===== src/rtl/fir_xifu_pkg.sv =====
// Shared types and encodings for the FIR XIFU: operation enum, custom-0
// opcode / funct3 values and the control part of an ID-queue entry.
package fir_xifu_pkg;

   typedef enum logic [1:0] {
      OP_LDTAP = 2'd0,
      OP_LDSAM = 2'd1,
      OP_STSAM = 2'd2,
      OP_MAC   = 2'd3
   } fir_xifu_op_e;

   localparam logic [6:0] OPCODE_FIR   = 7'b0001011;
   localparam logic [2:0] FUNCT3_LDTAP = 3'b000;
   localparam logic [2:0] FUNCT3_LDSAM = 3'b001;
   localparam logic [2:0] FUNCT3_STSAM = 3'b010;
   localparam logic [2:0] FUNCT3_MAC   = 3'b011;

   // Register index field as it appears in the instruction word (instr[11:7]).
   localparam int IDX_FIELD_W = 5;

   // Parameter-independent control fields of a queue entry; the id and the
   // operand payload are sized by the queue's own parameters and stored
   // alongside in separate arrays.
   typedef struct packed {
      logic                   valid;
      logic                   committed;
      logic                   killed;
      fir_xifu_op_e           op;
      logic [IDX_FIELD_W-1:0] idx;
   } fir_xifu_id_entry_t;

endpackage


===== src/rtl/fir_xifu_decoder.sv =====
// Combinational decode of an X-interface instruction word into the FIR
// operation, its register index, which operands it needs and whether it
// writes an integer rd.
import fir_xifu_pkg::*;

module fir_xifu_decoder #(
   parameter int NB_REGS    = 4,
   parameter bit ENABLE_MAC = 1'b1
) (
   input  logic [31:0]            i_instr,
   output logic                   o_accept,
   output fir_xifu_op_e           o_op,
   output logic [IDX_FIELD_W-1:0] o_idx,
   output logic [1:0]             o_rs_needed,
   output logic                   o_writeback
);

   localparam logic [IDX_FIELD_W:0] NB_LIM = (IDX_FIELD_W+1)'(NB_REGS);

   logic [6:0] w_opcode;
   logic [2:0] w_funct3;
   logic       w_idx_ok;

   assign w_opcode = i_instr[6:0];
   assign w_funct3 = i_instr[14:12];
   assign o_idx    = i_instr[11:7];
   assign w_idx_ok = ({1'b0, o_idx} < NB_LIM);

   // Map funct3 to operation and operand needs; anything unknown is rejected.
   always_comb begin
      o_accept    = 1'b0;
      o_op        = OP_LDTAP;
      o_rs_needed = 2'b00;
      o_writeback = 1'b0;
      if (w_opcode == OPCODE_FIR && w_idx_ok) begin
         case (w_funct3)
            FUNCT3_LDTAP: begin
               o_accept    = 1'b1;
               o_op        = OP_LDTAP;
               o_rs_needed = 2'b01;
            end
            FUNCT3_LDSAM: begin
               o_accept    = 1'b1;
               o_op        = OP_LDSAM;
               o_rs_needed = 2'b01;
            end
            FUNCT3_STSAM: begin
               o_accept    = 1'b1;
               o_op        = OP_STSAM;
               o_writeback = 1'b1;
            end
            FUNCT3_MAC: begin
               if (ENABLE_MAC) begin
                  o_accept    = 1'b1;
                  o_op        = OP_MAC;
                  o_rs_needed = 2'b11;
               end
            end
            default: ;
         endcase
      end
   end

endmodule


===== src/rtl/fir_xifu_id_queue.sv =====
// ID stage of the FIR XIFU: accepts decoded instructions from the XIF issue
// channel into an in-order queue, records commit/kill per entry from the
// commit channel and hands committed, non-killed heads to EX.
//
// Handshakes: a transfer happens on a rising clk_i edge where valid and ready
// are both high. The issue side additionally needs issue_accept_o high to
// push; a rejected transfer completes but stores nothing. id2ex_* data is
// held stable while id2ex_valid_o is high and id2ex_ready_i is low.
import fir_xifu_pkg::*;

module fir_xifu_id_queue #(
   parameter int DEPTH      = 4,
   parameter int NB_REGS    = 4,
   parameter int ID_WIDTH   = 4,
   parameter int XLEN       = 32,
   parameter bit ENABLE_MAC = 1'b1
) (
   input  logic                       clk_i,
   input  logic                       rst_ni,
   input  logic                       issue_valid_i,
   output logic                       issue_ready_o,
   input  logic [31:0]                issue_instr_i,
   input  logic [ID_WIDTH-1:0]        issue_id_i,
   input  logic [2*XLEN-1:0]          issue_rs_i,
   input  logic [1:0]                 issue_rs_valid_i,
   output logic                       issue_accept_o,
   output logic                       issue_writeback_o,
   input  logic                       commit_valid_i,
   input  logic [ID_WIDTH-1:0]        commit_id_i,
   input  logic                       commit_kill_i,
   output logic                       id2ex_valid_o,
   input  logic                       id2ex_ready_i,
   output logic [1:0]                 id2ex_op_o,
   output logic [ID_WIDTH-1:0]        id2ex_id_o,
   output logic [$clog2(NB_REGS)-1:0] id2ex_idx_o,
   output logic [XLEN-1:0]            id2ex_rs1_o,
   output logic [XLEN-1:0]            id2ex_rs2_o
);

   localparam int PTR_W = $clog2(DEPTH);
   localparam int CNT_W = PTR_W + 1;
   localparam int IDX_W = $clog2(NB_REGS);

   fir_xifu_id_entry_t     r_ctl [DEPTH];
   logic [ID_WIDTH-1:0]    r_id  [DEPTH];
   logic [XLEN-1:0]        r_rs1 [DEPTH];
   logic [XLEN-1:0]        r_rs2 [DEPTH];
   logic [PTR_W-1:0]       r_wptr;
   logic [PTR_W-1:0]       r_rptr;
   logic [CNT_W-1:0]       r_cnt;

   logic                   w_accept;
   fir_xifu_op_e           w_op;
   logic [IDX_FIELD_W-1:0] w_idx;
   logic [1:0]             w_rs_needed;
   logic                   w_writeback;
   logic                   w_full;
   logic                   w_rs_ok;
   logic                   w_push;
   logic                   w_pop;
   logic                   w_drop;
   logic                   w_commit_new;
   fir_xifu_id_entry_t     w_head;
   fir_xifu_id_entry_t     w_new;

   fir_xifu_decoder #(
      .NB_REGS    (NB_REGS),
      .ENABLE_MAC (ENABLE_MAC)
   ) u_decoder (
      .i_instr     (issue_instr_i),
      .o_accept    (w_accept),
      .o_op        (w_op),
      .o_idx       (w_idx),
      .o_rs_needed (w_rs_needed),
      .o_writeback (w_writeback)
   );

   // No push-through: a full queue refuses issue even while it pops.
   assign w_full            = (r_cnt == CNT_W'(DEPTH));
   assign w_rs_ok           = ((issue_rs_valid_i & w_rs_needed) == w_rs_needed);
   assign issue_ready_o     = !w_full && (!w_accept || w_rs_ok);
   assign issue_accept_o    = w_accept;
   assign issue_writeback_o = w_writeback;
   assign w_push            = issue_valid_i && issue_ready_o && w_accept;

   // A commit naming the id being issued lands on the entry being written.
   assign w_commit_new = commit_valid_i && (commit_id_i == issue_id_i);

   // Head release: committed and alive goes to EX, committed and killed is
   // silently dropped, uncommitted blocks.
   assign w_head        = r_ctl[r_rptr];
   assign id2ex_valid_o = w_head.valid && w_head.committed && !w_head.killed;
   assign w_drop        = w_head.valid && w_head.committed && w_head.killed;
   assign w_pop         = (id2ex_valid_o && id2ex_ready_i) || w_drop;

   assign id2ex_op_o  = id2ex_valid_o ? w_head.op             : 2'd0;
   assign id2ex_idx_o = id2ex_valid_o ? w_head.idx[IDX_W-1:0] : '0;
   assign id2ex_id_o  = id2ex_valid_o ? r_id[r_rptr]          : '0;
   assign id2ex_rs1_o = id2ex_valid_o ? r_rs1[r_rptr]         : '0;
   assign id2ex_rs2_o = id2ex_valid_o ? r_rs2[r_rptr]         : '0;

   // Build the control word for a newly pushed entry.
   always_comb begin
      w_new           = '0;
      w_new.valid     = 1'b1;
      w_new.committed = w_commit_new;
      w_new.killed    = w_commit_new && commit_kill_i;
      w_new.op        = w_op;
      w_new.idx       = w_idx;
   end

   // Queue storage, commit search over all live entries, pointers and count.
   always_ff @(posedge clk_i) begin
      if (!rst_ni) begin
         for (int i = 0; i < DEPTH; i++) begin
            r_ctl[i] <= '0;
            r_id[i]  <= '0;
            r_rs1[i] <= '0;
            r_rs2[i] <= '0;
         end
         r_wptr <= '0;
         r_rptr <= '0;
         r_cnt  <= '0;
      end else begin
         for (int i = 0; i < DEPTH; i++) begin
            if (commit_valid_i && r_ctl[i].valid && (r_id[i] == commit_id_i)) begin
               r_ctl[i].committed <= 1'b1;
               r_ctl[i].killed    <= commit_kill_i;
            end
         end
         if (w_push) begin
            r_ctl[r_wptr] <= w_new;
            r_id[r_wptr]  <= issue_id_i;
            r_rs1[r_wptr] <= issue_rs_i[XLEN-1:0];
            r_rs2[r_wptr] <= issue_rs_i[2*XLEN-1:XLEN];
            r_wptr        <= r_wptr + PTR_W'(1);
         end
         if (w_pop) begin
            r_ctl[r_rptr].valid <= 1'b0;
            r_rptr              <= r_rptr + PTR_W'(1);
         end
         r_cnt <= r_cnt + CNT_W'(w_push) - CNT_W'(w_pop);
      end
   end

endmodule


===== config.mk =====
export PLATFORM = sky130hd
export DESIGN_NAME = fir_xifu_id_queue
export DESIGN_NICKNAME = d
export VERILOG_FILES = /design/src/rtl/fir_xifu_pkg.sv /design/src/rtl/fir_xifu_decoder.sv /design/src/rtl/fir_xifu_id_queue.sv
export SDC_FILE = /design/constraint.sdc
export NUM_CORES = 1
export LEC_CHECK = 0
export CORE_MARGIN = 2
export CORE_UTILIZATION = 60
export DETAILED_ROUTE_END_ITERATION = 8
export PLACE_DENSITY = 0.86
export SYNTH_ARGS = -nofsm -noshare
export SYNTH_HDL_FRONTEND = slang
export SYNTH_SLANG_ARGS = --single-unit

===== constraint.sdc =====
create_clock -name clk_i -period 24.1 [get_ports clk_i]
set_input_delay 4.82 -clock clk_i [delete_from_list [all_inputs] [get_ports clk_i]]
set_output_delay 4.82 -clock clk_i [all_outputs]
set_load 0.005 [all_outputs]

==> impl_metrics.py, run 1 <==
metrics = {
    "worst_setup_path": {
        "critical_path.startpoint": "issue_instr_i[3]",
        "critPathRequiredTime_ps": 19280,
        "end_kind": "output pin",
        "r2r_end": "r_cnt[1]",
        "critPathLaunchType": "input port",
        "worstSetupPathType": "in -> out",
        "endpoint": "issue_writeback_o",
        "arrival_ps": 6890,
        "critical_path.max_fanout": 10,
        "reg2regPathDepth": 7,
        "rrSetupSlack_ps": 21130,
    },
    "placed_design": {
        "port-buffer-count": 170,
        "pre_cts_ws_ps": 12470,
        "dpl-instance-area_mm2": 0.0164,
        "routabilityCongestion": 0.860,
        "post-place-cells": 1397,
        "post-dp-hpwl_um": 18300,
    },
    "sta": {
        "worstMarginPinSlew_ps": 1070,
        "rsz0062_at_grt": "false",
        "final.setup.worst_slack_ps": 12390,
        "period_needed_ps": 11710,
        "fin_worst_skew_ps": 8.58,
        "fmax_mhz": 85.4,
        "setup_tns_ps": 0,
        "relSlewSlack_pct": 28.6,
        "whs_ps": 513,
        "drv_slew": 0,
        "finalSetupViolations": 0,
        "hold_violations": 0,
        "period_share_pct": 48.6,
    },
    "finish": {
        "register_area_mm2": 0.00916,
        "drive_above_1_share_pct": 12.8,
        "fill_cells": 1500,
        "synthToLayoutAreaGrowth_pct": 20.0,
        "multi_input_area_mm2": 0.00492,
        "stdcell_count": 1455,
        "nets": 1234,
        "finalInstanceArea_mm2": 0.0173,
    },
    "global_routing": {
        "grt_pass1_wl_um": 48400,
        "grt_pass1_vias": 8868,
        "track_usage_pct": 24.7,
        "globalRouteMet3Util_pct": 3.83,
        "busiest_layer": "met2",
        "use_met1_pct": 31.8,
        "grt_max_degree": 85,
        "use_met2_pct": 43.4,
        "grt_overflow": 0,
        "antenna_found_initial": 2,
    },
    "power_and_ir_drop": {
        "power_density_mw_per_mm2": 63.5,
        "p_sw_share_pct": 20.2,
        "p_leak_nw": 6.10,
        "power_frac_seq_pct": 55.5,
        "power_frac_clock_pct": 40.3,
        "peakVddDrop_mv": 0.0589,
        "switching_power_uw": 222,
        "combinationalPowerShare_pct": 4.3,
        "cell_internal_pwr_uw": 876,
    },
    "synth": {
        "ys.flop_type": "edfxtp_1",
        "syn_area_per_cell_um2": 15.1,
        "synth-async-reset-ratio_pct": 0,
        "synth_seq_cells": 309,
        "yosysSeqAreaShare_pct": 63.5,
        "netlist_area_mm2": 0.0144,
        "synth_area_leaders": "edfxtp_1, and2_1, mux4_2",
        "synthCells": 953,
        "synth_cell_types": 51,
        "synth_edf_count": 296,
        "syn-num-nets": 1076,
        "yosysTopAreaCell": "edfxtp_1",
        "synth-warning-count": 0,
        "netlist.area_leader.share_pct": 61.7,
    },
    "floorplan": {
        "die_area_mm2": 0.0253,
        "die_w_um": 159,
        "core_mm2": 0.0235,
        "num_rows": 56,
        "io_pins": 188,
        "fp.dieH_um": 159,
        "initial_core_util_pct": 61.2,
    },
    "clocking": {
        "h-tree-depth": 1,
        "clkTransAtPathRegs_ps": 60,
        "cts_sinks": 309,
        "cts.path.max_buffers": 3,
        "clk_latency_ps": 550,
        "ctsHoldBuffers": 0,
        "cts.repair.resized": 0,
        "cts_setup_buffers": 0,
        "cts-root-buf": "clkbuf_16",
        "cts_buffers": 31,
        "tritoncts": "built",
    },
    "detailed_routing": {
        "vias": 8377,
        "ant_nets": 0,
        "via_per_inst": 5.76,
        "wire_per_inst_um": 21.4,
        "drt_wl_total_um": 31100,
        "first_iter_violations": 571,
        "post-route-drc-count": 0,
        "dr.pass1.iters": 5,
    },
    "worst_hold_path": {
        "min_path_type": "reg -> reg",
    },
    "flow_run": {
        "maxCapViolCount": 0,
    },
    "outcome": {
        "status": "completed",
    },
}
==> power groups by stage <==
stage | combinational (mW) | clock, mW | sequential (mW)
global route | 0.0502 | 0.466 | 0.610
CTS | 0.0472 | 0.443 | 0.609
floorplan | 0.0189 | 0 | 0.621
detailed placement | 0.0468 | 0 | 0.620
global placement | 0.0459 | 0 | 0.618
finish | 0.0468 | 0.442 | 0.609
==> flip-flops by register name (all words and copies together), names as in the netlist, named ones only <==
signal and cells:
r_cnt 3, r_wptr 2, r_ctl 28, r_rs1 128, r_id 16, r_rptr 2
r_rs2 128
==> cells in the final DEF, fill, tap and decap left out, types with 3 or more instances in the layout <==
master	count
clkbuf_1	14
nor2b_1	78
o31ai_4	3
dfxtp_1	11
clkdlybuf4s50_1	170
a21oi_1	5
nor4_4	3
and2_1	278
clkbuf_16	31
buf_4	16
nand2b_1	4
a221oi_1	3
nand3_1	6
nand4_1	6
edfxtp_1	296
o21ai_0	3
nor2_1	14
xor2_1	7
clkbuf_8	4
inv_1	19
ha_1	10
nand2_1	19
clkinv_1	3
clkinv_2	5
xnor2_1	7
mux2i_1	3
mux4_2	74
and3_1	12
==> synth_stat cells, types with 3 or more instances <==
master / number
edfxtp_1: 296
and2_1: 278
nor2b_1: 78
mux4_2: 74
clkbuf_1: 34
inv_1: 19
nand2_1: 19
nor2_1: 14
dfxtp_1: 13
and3_1: 12
clkbuf_2: 12
ha_1: 10
buf_6: 9
xnor2_1: 7
xor2_1: 7
nand3_1: 6
nand4_1: 6
a21oi_1: 5
buf_2: 4
nand2b_1: 4
o21ai_0: 4
a221oi_1: 3
mux2i_1: 3
nor4_4: 3
o31ai_1: 3
==> worst min-delay path by stage <==
stage                startpoint           to  cells after the start
floorplan           r_ctl[2][9]  r_ctl[2][9]                      2
global placement    r_ctl[2][9]  r_ctl[2][9]                      2
detailed placement  r_ctl[2][9]  r_ctl[2][9]                      2
CTS                 r_ctl[2][9]  r_ctl[2][9]                      2
global route        r_ctl[2][9]  r_ctl[2][9]                      2
finish              r_ctl[2][9]  r_ctl[2][9]                      2
==> worst max-delay path, cell delays in order <==
cell and delay [ps]:
clkdlybuf4s50_1 470, nor4bb_1 420, and4b_1 470, and2_1 180, clkdlybuf4s50_1 530
==> per-layer routing <==
layer  vias up  part of all wire (%)
li1       3778                     -
met1      4193                    39
met2       338                    52
met3        66                   6.8
met4         2                   2.7
met5         -                 0.042
==> kinds of logic (layout without fill, tap and decap cells) <==
logic type | count (synthesis) | after routing | share of synthesized area [%]
adders and majority gates | 11 | 11 | 1.01
buffers and inverters | 81 | 263 | 2.76
and+or+nand+nor | 433 | 433 | 18.7
xor gates and xnor gates | 14 | 14 | 0.851
AOI/OAI and AO/OA | 27 | 27 | 1.37
other | 0 | 1 | 0
muxes | 78 | 78 | 11.9
DFF | 309 | 309 | 63.5
==> per-stage QoR <==
stage / util (%) / power [mW]
finish: 73.5 / 1.10
CTS: 73.5 / 1.10
global placement: 69.5 / 0.664
global route: 73.5 / 1.13
floorplan: - / 0.640
detailed placement: 69.5 / 0.667
==> cell type report <==
class | count | share of cell area, %
antenna | 1 | 0.0145
clock buffer | 49 | 5.11
clock inverter | 8 | 0.210
inverter | 20 | 0.449
multi-input combinational | 563 | 28.4
sequential | 309 | 52.9
tap | 319 | 2.31
timing repair buffer | 186 | 10.5
Note: power is estimated with default switching activity, not from simulation.
==> run 2: changes to the inputs <==
--- a/config.mk
+++ b/config.mk
@@ -6,9 +6,9 @@
 export NUM_CORES = 1
 export LEC_CHECK = 0
 export CORE_MARGIN = 2
-export CORE_UTILIZATION = 60
+export CORE_UTILIZATION = 50
 export DETAILED_ROUTE_END_ITERATION = 8
-export PLACE_DENSITY = 0.86
+export PLACE_DENSITY = 0.76
 export SYNTH_ARGS = -nofsm -noshare
 export SYNTH_HDL_FRONTEND = slang
 export SYNTH_SLANG_ARGS = --single-unit
==> constraint.sdc (replaced) <==
create_clock -name clk_i -period 9.85 [get_ports clk_i]
set_input_delay 1.97 -clock clk_i [delete_from_list [all_inputs] [get_ports clk_i]]
set_output_delay 1.97 -clock clk_i [all_outputs]
set_load 0.005 [all_outputs]
==> run 2 against run 1 <==
- non-clock buffer count fell by 2
- sequential cell count unchanged
- clock skew increased by 4.7 ps
- final area rose by 0.36%
- largest cell class unchanged
- power up 140%
- critical endpoint unchanged
- critical path depth did not move
- register-to-register slack worse by 14000 ps
==> impl_metrics.py, run 2 (synthesis gave the netlist of run 1 again) <==
metrics = {
    "worst_setup_path": {
        "critical_path.startpoint": "issue_instr_i[3]",
        "arrival_ps": 3870,
        "end_kind": "output pin",
        "critPathLaunchType": "input port",
        "critPathRequiredTime_ps": 7880,
        "r2r_end": "r_rs2[1][20]",
        "worstSetupPathType": "in -> out",
        "reg2regPathDepth": 6,
        "critical_path.max_fanout": 10,
        "reg2reg_from": "r_cnt[2]",
        "rrSetupSlack_ps": 6650,
    },
    "floorplan": {
        "die_area_mm2": 0.0302,
        "initial_core_util_pct": 50.5,
        "io_pins": 188,
        "fp.dieH_um": 174,
        "core_mm2": 0.0285,
        "die_w_um": 174,
        "num_rows": 62,
    },
    "clocking": {
        "cts-root-buf": "clkbuf_16",
        "clkTransAtPathRegs_ps": 60,
        "cts_sinks": 309,
        "cts.repair.resized": 0,
        "cts_buffers": 31,
        "tritoncts": "built",
        "ctsHoldBuffers": 0,
        "h-tree-depth": 1,
        "cts_setup_buffers": 0,
        "clk_latency_ps": 550,
        "cts.path.max_buffers": 3,
    },
    "finish": {
        "mostFrequentLayoutCells": "edfxtp_1, and2_1, clkdlybuf4s50_1",
        "final_common_cell": "edfxtp_1",
        "drive_above_1_share_pct": 12.7,
        "nets": 1232,
        "fill_cells": 2197,
        "synthToLayoutAreaGrowth_pct": 20.5,
        "multi_input_area_mm2": 0.00492,
        "largestRegisters": "r_rs1 x128, r_rs2 x128, r_ctl x28",
        "register_area_mm2": 0.00916,
    },
    "sta": {
        "finalSetupViolations": 0,
        "fin_worst_skew_ps": 13.3,
        "worstMarginPinSlew_ps": 1070,
        "period_needed_ps": 5840,
        "period_share_pct": 59.2,
        "drv_slew": 0,
        "hold_violations": 0,
        "whs_ps": 504,
        "fmax_mhz": 171,
        "relSlewSlack_pct": 28.8,
        "rsz0062_at_grt": "false",
        "setup_tns_ps": 0,
        "final.setup.worst_slack_ps": 4010,
    },
    "worst_hold_path": {
        "min_path_type": "reg -> reg",
        "hold_path_depth": 2,
        "min_from": "r_ctl[3][9]",
        "worstHoldEndpoint": "r_ctl[3][9]",
    },
    "detailed_routing": {
        "via_per_inst": 5.40,
        "first_iter_violations": 680,
        "ant_nets": 0,
        "wire_per_inst_um": 20.4,
        "drt_wl_total_um": 30900,
        "vias": 8199,
        "post-route-drc-count": 0,
        "dr.pass1.iters": 5,
    },
    "global_routing": {
        "grt_pass1_wl_um": 47900,
        "grt_overflow": 0,
        "grt_max_degree": 74,
        "antenna_found_initial": 4,
        "grt_pass1_vias": 8658,
        "track_usage_pct": 20.4,
    },
    "placed_design": {
        "port-buffer-count": 170,
        "routabilityCongestion": 0.846,
        "post-dp-hpwl_um": 17700,
        "pre_cts_ws_ps": 4020,
    },
    "flow_run": {
        "maxCapViolCount": 0,
    },
    "power_and_ir_drop": {
        "peakVddDrop_mv": 0.124,
        "power_density_mw_per_mm2": 154,
        "p_leak_nw": 6.08,
        "finalPower_mw": 2.67,
    },
    "outcome": {
        "status": "completed",
    },
}
[run 2: changes by cell type in the layout (fill, tap and decap cells not counted)]
cell	before	now
diode_2	1	3
clkinvlp_4	0	1
clkinv_1	3	5
buf_4	16	14
clkbuf_1	14	9
clkinv_2	5	4
[run 2: per-stage QoR]
step	area, um2	utilization [%]	instances
after floorplan	14400	-	953
after global placement	16400	57.6	1460
after detailed placement	16400	57.6	1460
after CTS	17400	60.8	1514
after global routing	17400	60.8	1517
final	17400	60.8	1517
[run 2: cell type report]
type / instances / area share (%)
Inverter: 20 / 0.447
Tap cell: 384 / 2.77
Sequential cell: 309 / 52.7
Clock buffer: 44 / 4.98
Clock inverter: 10 / 0.267
Multi-Input combinational cell: 563 / 28.3
Timing Repair Buffer: 184 / 10.4
Antenna cell: 3 / 0.0432
[run 2: per-layer routing]
| layer | vias up | routed length, um | GRT usage (%) |
|---|---|---|---|
| met1 | 4110 | 12500 | 26.2 |
| met4 | 2 | 898 | 6.76 |
| met5 | - | 16 | 0 |
| li1 | 3781 | - | - |
| met2 | 247 | 15900 | 36.2 |
| met3 | 59 | 1610 | 2.70 |
[run 2: power breakdown]
group	switching (mW)	internal (mW)
Clock	0.466	0.603
Sequential	0.0115	1.48
Combinational	0.0573	0.0574
Total	0.535	2.14
[run 2: worst max path at each step]
stage	end	slack (ps)	cells past startpoint
detailed placement	issue_writeback_o	4020	5
CTS	issue_writeback_o	4020	5
finish	issue_writeback_o	4010	5
floorplan	r_id[0][0]	1340	6
global route	issue_ready_o	3820	6
global placement	issue_ready_o	4060	6
[run 2: worst max-delay path, stage by stage]
cell,delay (ps)
clkdlybuf4s50_1,470
nor4bb_1,260
and4b_1,470
and2_1,190
clkdlybuf4s50_1,500
==> RTL edit 1, RTL diff (settings of run 2) <==
Set the parameter `ID_WIDTH` to 5 (it was 4).
--- a/src/rtl/fir_xifu_id_queue.sv
+++ b/src/rtl/fir_xifu_id_queue.sv
@@ -13,3 +13,3 @@
    parameter int NB_REGS    = 4,
-   parameter int ID_WIDTH   = 4,
+   parameter int ID_WIDTH   = 5,
    parameter int XLEN       = 32,
Ports: changed (resized commit_id_i, id2ex_id_o and issue_id_i); port bits go from 188 to 191. No check against the original RTL was run, so the function may have changed too.
==> RTL edit 1 against run 2 <==
Final area grew 1.6%. Sequential share of layout area fell by 0.16 points. Synthesized cell count rose by 0.94%. Via count shrank 0.65%. Power up 5.7%. Setup slack gained 140 ps. Hold slack improved by 10 ps. Die area is 0.66% higher. Wire length decreased by 1.4%. Global-route usage fell by 0.25 points. Cell count up 0.86%. Utilization grew 0.81 points. Sequential cell count increased by 4. Area after synthesis grew 0.68%. Critical endpoint is now issue_ready_o. Largest power group unchanged.
==> RTL edit 1: results (changes against run 2) <==
| Metric | Value |
|---|---|
| Status | `finished, final reports clean` |
| Post-synthesis cell count | `962 (+0.94%)` |
| Post-Synth XOR/XNOR Area | `1.75% (+0.90 points)` |
| Critical-path maximum fanout | `6 (-4)` |
| CTS HTree Levels | `2 (+1)` |
| Syn nets | `1087 (+1.0%)` |
| DR iter-0 viols | `558 (-18%)` |
| Leading post-synthesis cells by instance count | `300 x edfxtp_1, 279 x and2_1, 76 x nor2b_1` |
| Final Non-Filler Cells | `1530 (+0.86%)` |
| Pre-CTS setup slack | `4160 ps (+138 ps)` |
| First-pass GRT wire length | `47100 µm (-1.6%)` |
| Synth Area in Compound Gates | `0.750% (-0.62 points)` |
| WP data arrival | `3730 ps (-140 ps)` |
| Reg power frac | `53.4% (-2.3 points)` |
| Placed Instance Area | `0.0166 mm² (+0.91%)` |
| Synth top area cells | `edfxtp_1 62%, and2_1 12%, mux4_2 12%` |
| Post-synth cell types | `39 (-24%)` |
| Skew final | `16.3 ps (+2.96 ps)` |
| Nets | `1244 (+0.97%)` |
| Worst slew margin | `26.6% (-2.2 points)` |
| Reg2Reg Depth | `7 (+1)` |
| Total Wirelength | `30500 µm (-1.4%)` |
| Num CTS Buffers | `34 (+9.7%)` |
| Largest net degree at the start of global routing | `75 (+1.4%)` |
| Via count of the first global-routing pass | `8518 (-1.6%)` |
| Multi-input logic area | `0.00496 mm² (+0.79%)` |
| Crit Reg-Reg Endpoint | `r_cnt[1]` |
| Setup crit start | `issue_instr_i[6]` |
| LEAKAGE | `6.21 nW (+2.1%)` |
| Final period utilization | `57.8% (-1.4 points)` |
| Share of cells above drive strength 1 | `13.3% (+0.63 points)` |
| VDD IR-drop max | `0.115 mV (-7.7%)` |
| Sw Ratio | `20.1% (+0.042 points)` |
| GRT Overall Usage | `20.2% (-0.25 points)` |
| Mux cell area share after synthesis | `11.9% (+0.076 points)` |
## RTL edit 1: changes by cell type in the layout (fill, tap and decap cells not counted), moves of 4 or more
cell / before / now
nand3_1: 6 / 2
clkinv_2: 4 / 8
clkbuf_8: 4 / 0
xor2_1: 7 / 15
xnor2_1: 7 / 14
clkbuf_16: 31 / 35
edfxtp_1: 296 / 300
nor2_1: 14 / 19
nor4_1: 1 / 5
## RTL edit 1: cell families after synthesis
kind of cell / Yosys count
DFF: 313
xor gates and xnor gates: 29
adders and majority gates: 11
AOI/OAI and AO/OA: 17
muxes: 79
buffers and inverters: 79
and+or+nand+nor: 434
## RTL edit 1: per-layer routing
metal  wire length, µm  track usage [%]
met5                 0                0
met4               583             5.99
met3              1500             3.26
met2             16200             36.6
met1             12200             24.9
## RTL edit 1: area by class of cell
| class | count | area share (%) |
|---|---|---|
| Inverter | 16 | 0.340 |
| Clock inverter | 19 | 0.809 |
| Timing Repair Buffer | 184 | 10.3 |
| Multi-Input combinational cell | 570 | 28.1 |
| Sequential cell | 313 | 52.6 |
| Antenna cell | 2 | 0.0284 |
| Clock buffer | 42 | 5.11 |
| Tap cell | 384 | 2.72 |
## RTL edit 1: how the worst min path moves through the flow
stage / from / to / slack (ps) / depth (start not counted)
6_report: r_ctl[3][9] / r_ctl[3][9] / 510 / 2
2_1_floorplan: r_ctl[2][9] / r_ctl[2][9] / 460 / 2
5_1_grt: r_ctl[3][9] / r_ctl[3][9] / 530 / 2
4_1_cts: r_ctl[3][9] / r_ctl[3][9] / 520 / 2
3_3_place_gp: r_ctl[3][9] / r_ctl[3][9] / 500 / 2
3_5_place_dp: r_ctl[3][9] / r_ctl[3][9] / 510 / 2
==> RTL edit 2, RTL diff (settings of run 2) <==
Made on the original files. `ENABLE_MAC` is set to 1'b1 in 2 places; all go to 1'b0.
--- a/src/rtl/fir_xifu_decoder.sv
+++ b/src/rtl/fir_xifu_decoder.sv
@@ -7,3 +7,3 @@
    parameter int NB_REGS    = 4,
-   parameter bit ENABLE_MAC = 1'b1
+   parameter bit ENABLE_MAC = 1'b0
 ) (
--- a/src/rtl/fir_xifu_id_queue.sv
+++ b/src/rtl/fir_xifu_id_queue.sv
@@ -15,3 +15,3 @@
    parameter int XLEN       = 32,
-   parameter bit ENABLE_MAC = 1'b1
+   parameter bit ENABLE_MAC = 1'b0
 ) (
Check against the original RTL: not equivalent (Yosys sat finds a counterexample within 4 cycles, from zero or initial values and one cycle with rst_ni low).
==> RTL edit 2 against run 2 <==
Clock skew down 1.3 ps. Wire length decreased by 3.6%. Setup slack better by 63 ps. Cell count down 0.99%. Sequential cell count is the same. Power grew 0.73%. Fmax rose by 1.1%. Global-route usage shrank 0.39 points. Utilization down 0.37 points. Area after synthesis hardly changed. Final area fell by 0.61%. Via count shrank 2.1%. Highest routed layer unchanged.
==> RTL edit 2: results (changes against run 2) <==
| Metric | Value |
|---|---|
| Status | `finished, final reports clean` |
| Mux cell area share after synthesis | `11.8% (-0.075 points)` |
| Setup WS post-layout | `4080 ps (+62.6 ps)` |
| Register-to-Register Setup Slack | `6510 ps (-140 ps)` |
| P_sw | `0.000536 W (+0.26%)` |
| GP Congestion | `0.788 (-6.8%)` |
| Multi-input gate count | `560 (-0.53%)` |
| Initial antenna violation count | `3 (-1)` |
| Placed Instance Area | `0.0163 mm² (-0.74%)` |
| Clock-cell share of area | `5.39% (+0.14 points)` |
| Invs w/o clock | `13 (-35%)` |
| First-pass GRT wire length | `47100 µm (-1.7%)` |
| Clock buffers | `37 (-16%)` |
| DR vias | `8024 (-2.1%)` |
| Met1 usage | `25.4% (-0.84 points)` |
| Worst slew margin | `26.6% (-2.2 points)` |
| Pre-CTS setup slack | `4080 ps (+57.3 ps)` |
| Leading post-synthesis cells by instance count | `296 x edfxtp_1, 283 x and2_1, 74 x mux4_2` |
| Die area | `0.0302 mm² (about the same)` |
| Post-Synth XOR/XNOR Area | `1.46% (+0.61 points)` |
| Critical-path maximum fanout | `11 (+1)` |
| WP data arrival | `3800 ps (-70 ps)` |
| Total Wirelength | `29800 µm (-3.6%)` |
| Post-synth cell types | `42 (-18%)` |
| Worst hold slack | `475 ps (-29.2 ps)` |
| Port bufs | `169 (-0.59%)` |
| Via count of the first global-routing pass | `8550 (-1.2%)` |
| VDD IR-drop max | `0.140 mV (+13%)` |
| Antenna cells | `2 (-1)` |
==> RTL edit 2: metal layers <==
metal	share of wire [%]	routed length, µm
met3	6.3	1880
met1	40	11900
met5	0.030	9
met4	2.7	796
met2	51	15300
==> RTL edit 2: cells by family (layout without fill, tap and decap cells) <==
group                    Yosys count  count (layout)
AO/OA/AOI/OAI                     11              11
XOR/XNOR                          24              24
adder cells (fa/ha/maj)           11              11
buffers and inverters             75             247
flip-flops                       309             309
multiplexers                      77              77
other                              0               2
AND/OR/NAND/NOR                  437             437
==> RTL edit 2: final timing paths <==
path	start	endpoint	cells past startpoint
worst max register to register	r_cnt[2]	r_rs1[0][19]	7
worst max-delay path	issue_instr_i[4]	issue_writeback_o	6
worst min-delay path	r_ctl[0][9]	r_ctl[0][9]	2
worst min register to register	r_ctl[0][9]	r_ctl[0][9]	2
==> RTL edit 2: tightest hold or removal path: stages (launching register included) <==
cell and delay (ps):
dfxtp_1 330, nand2_1 60, a32oi_1 50
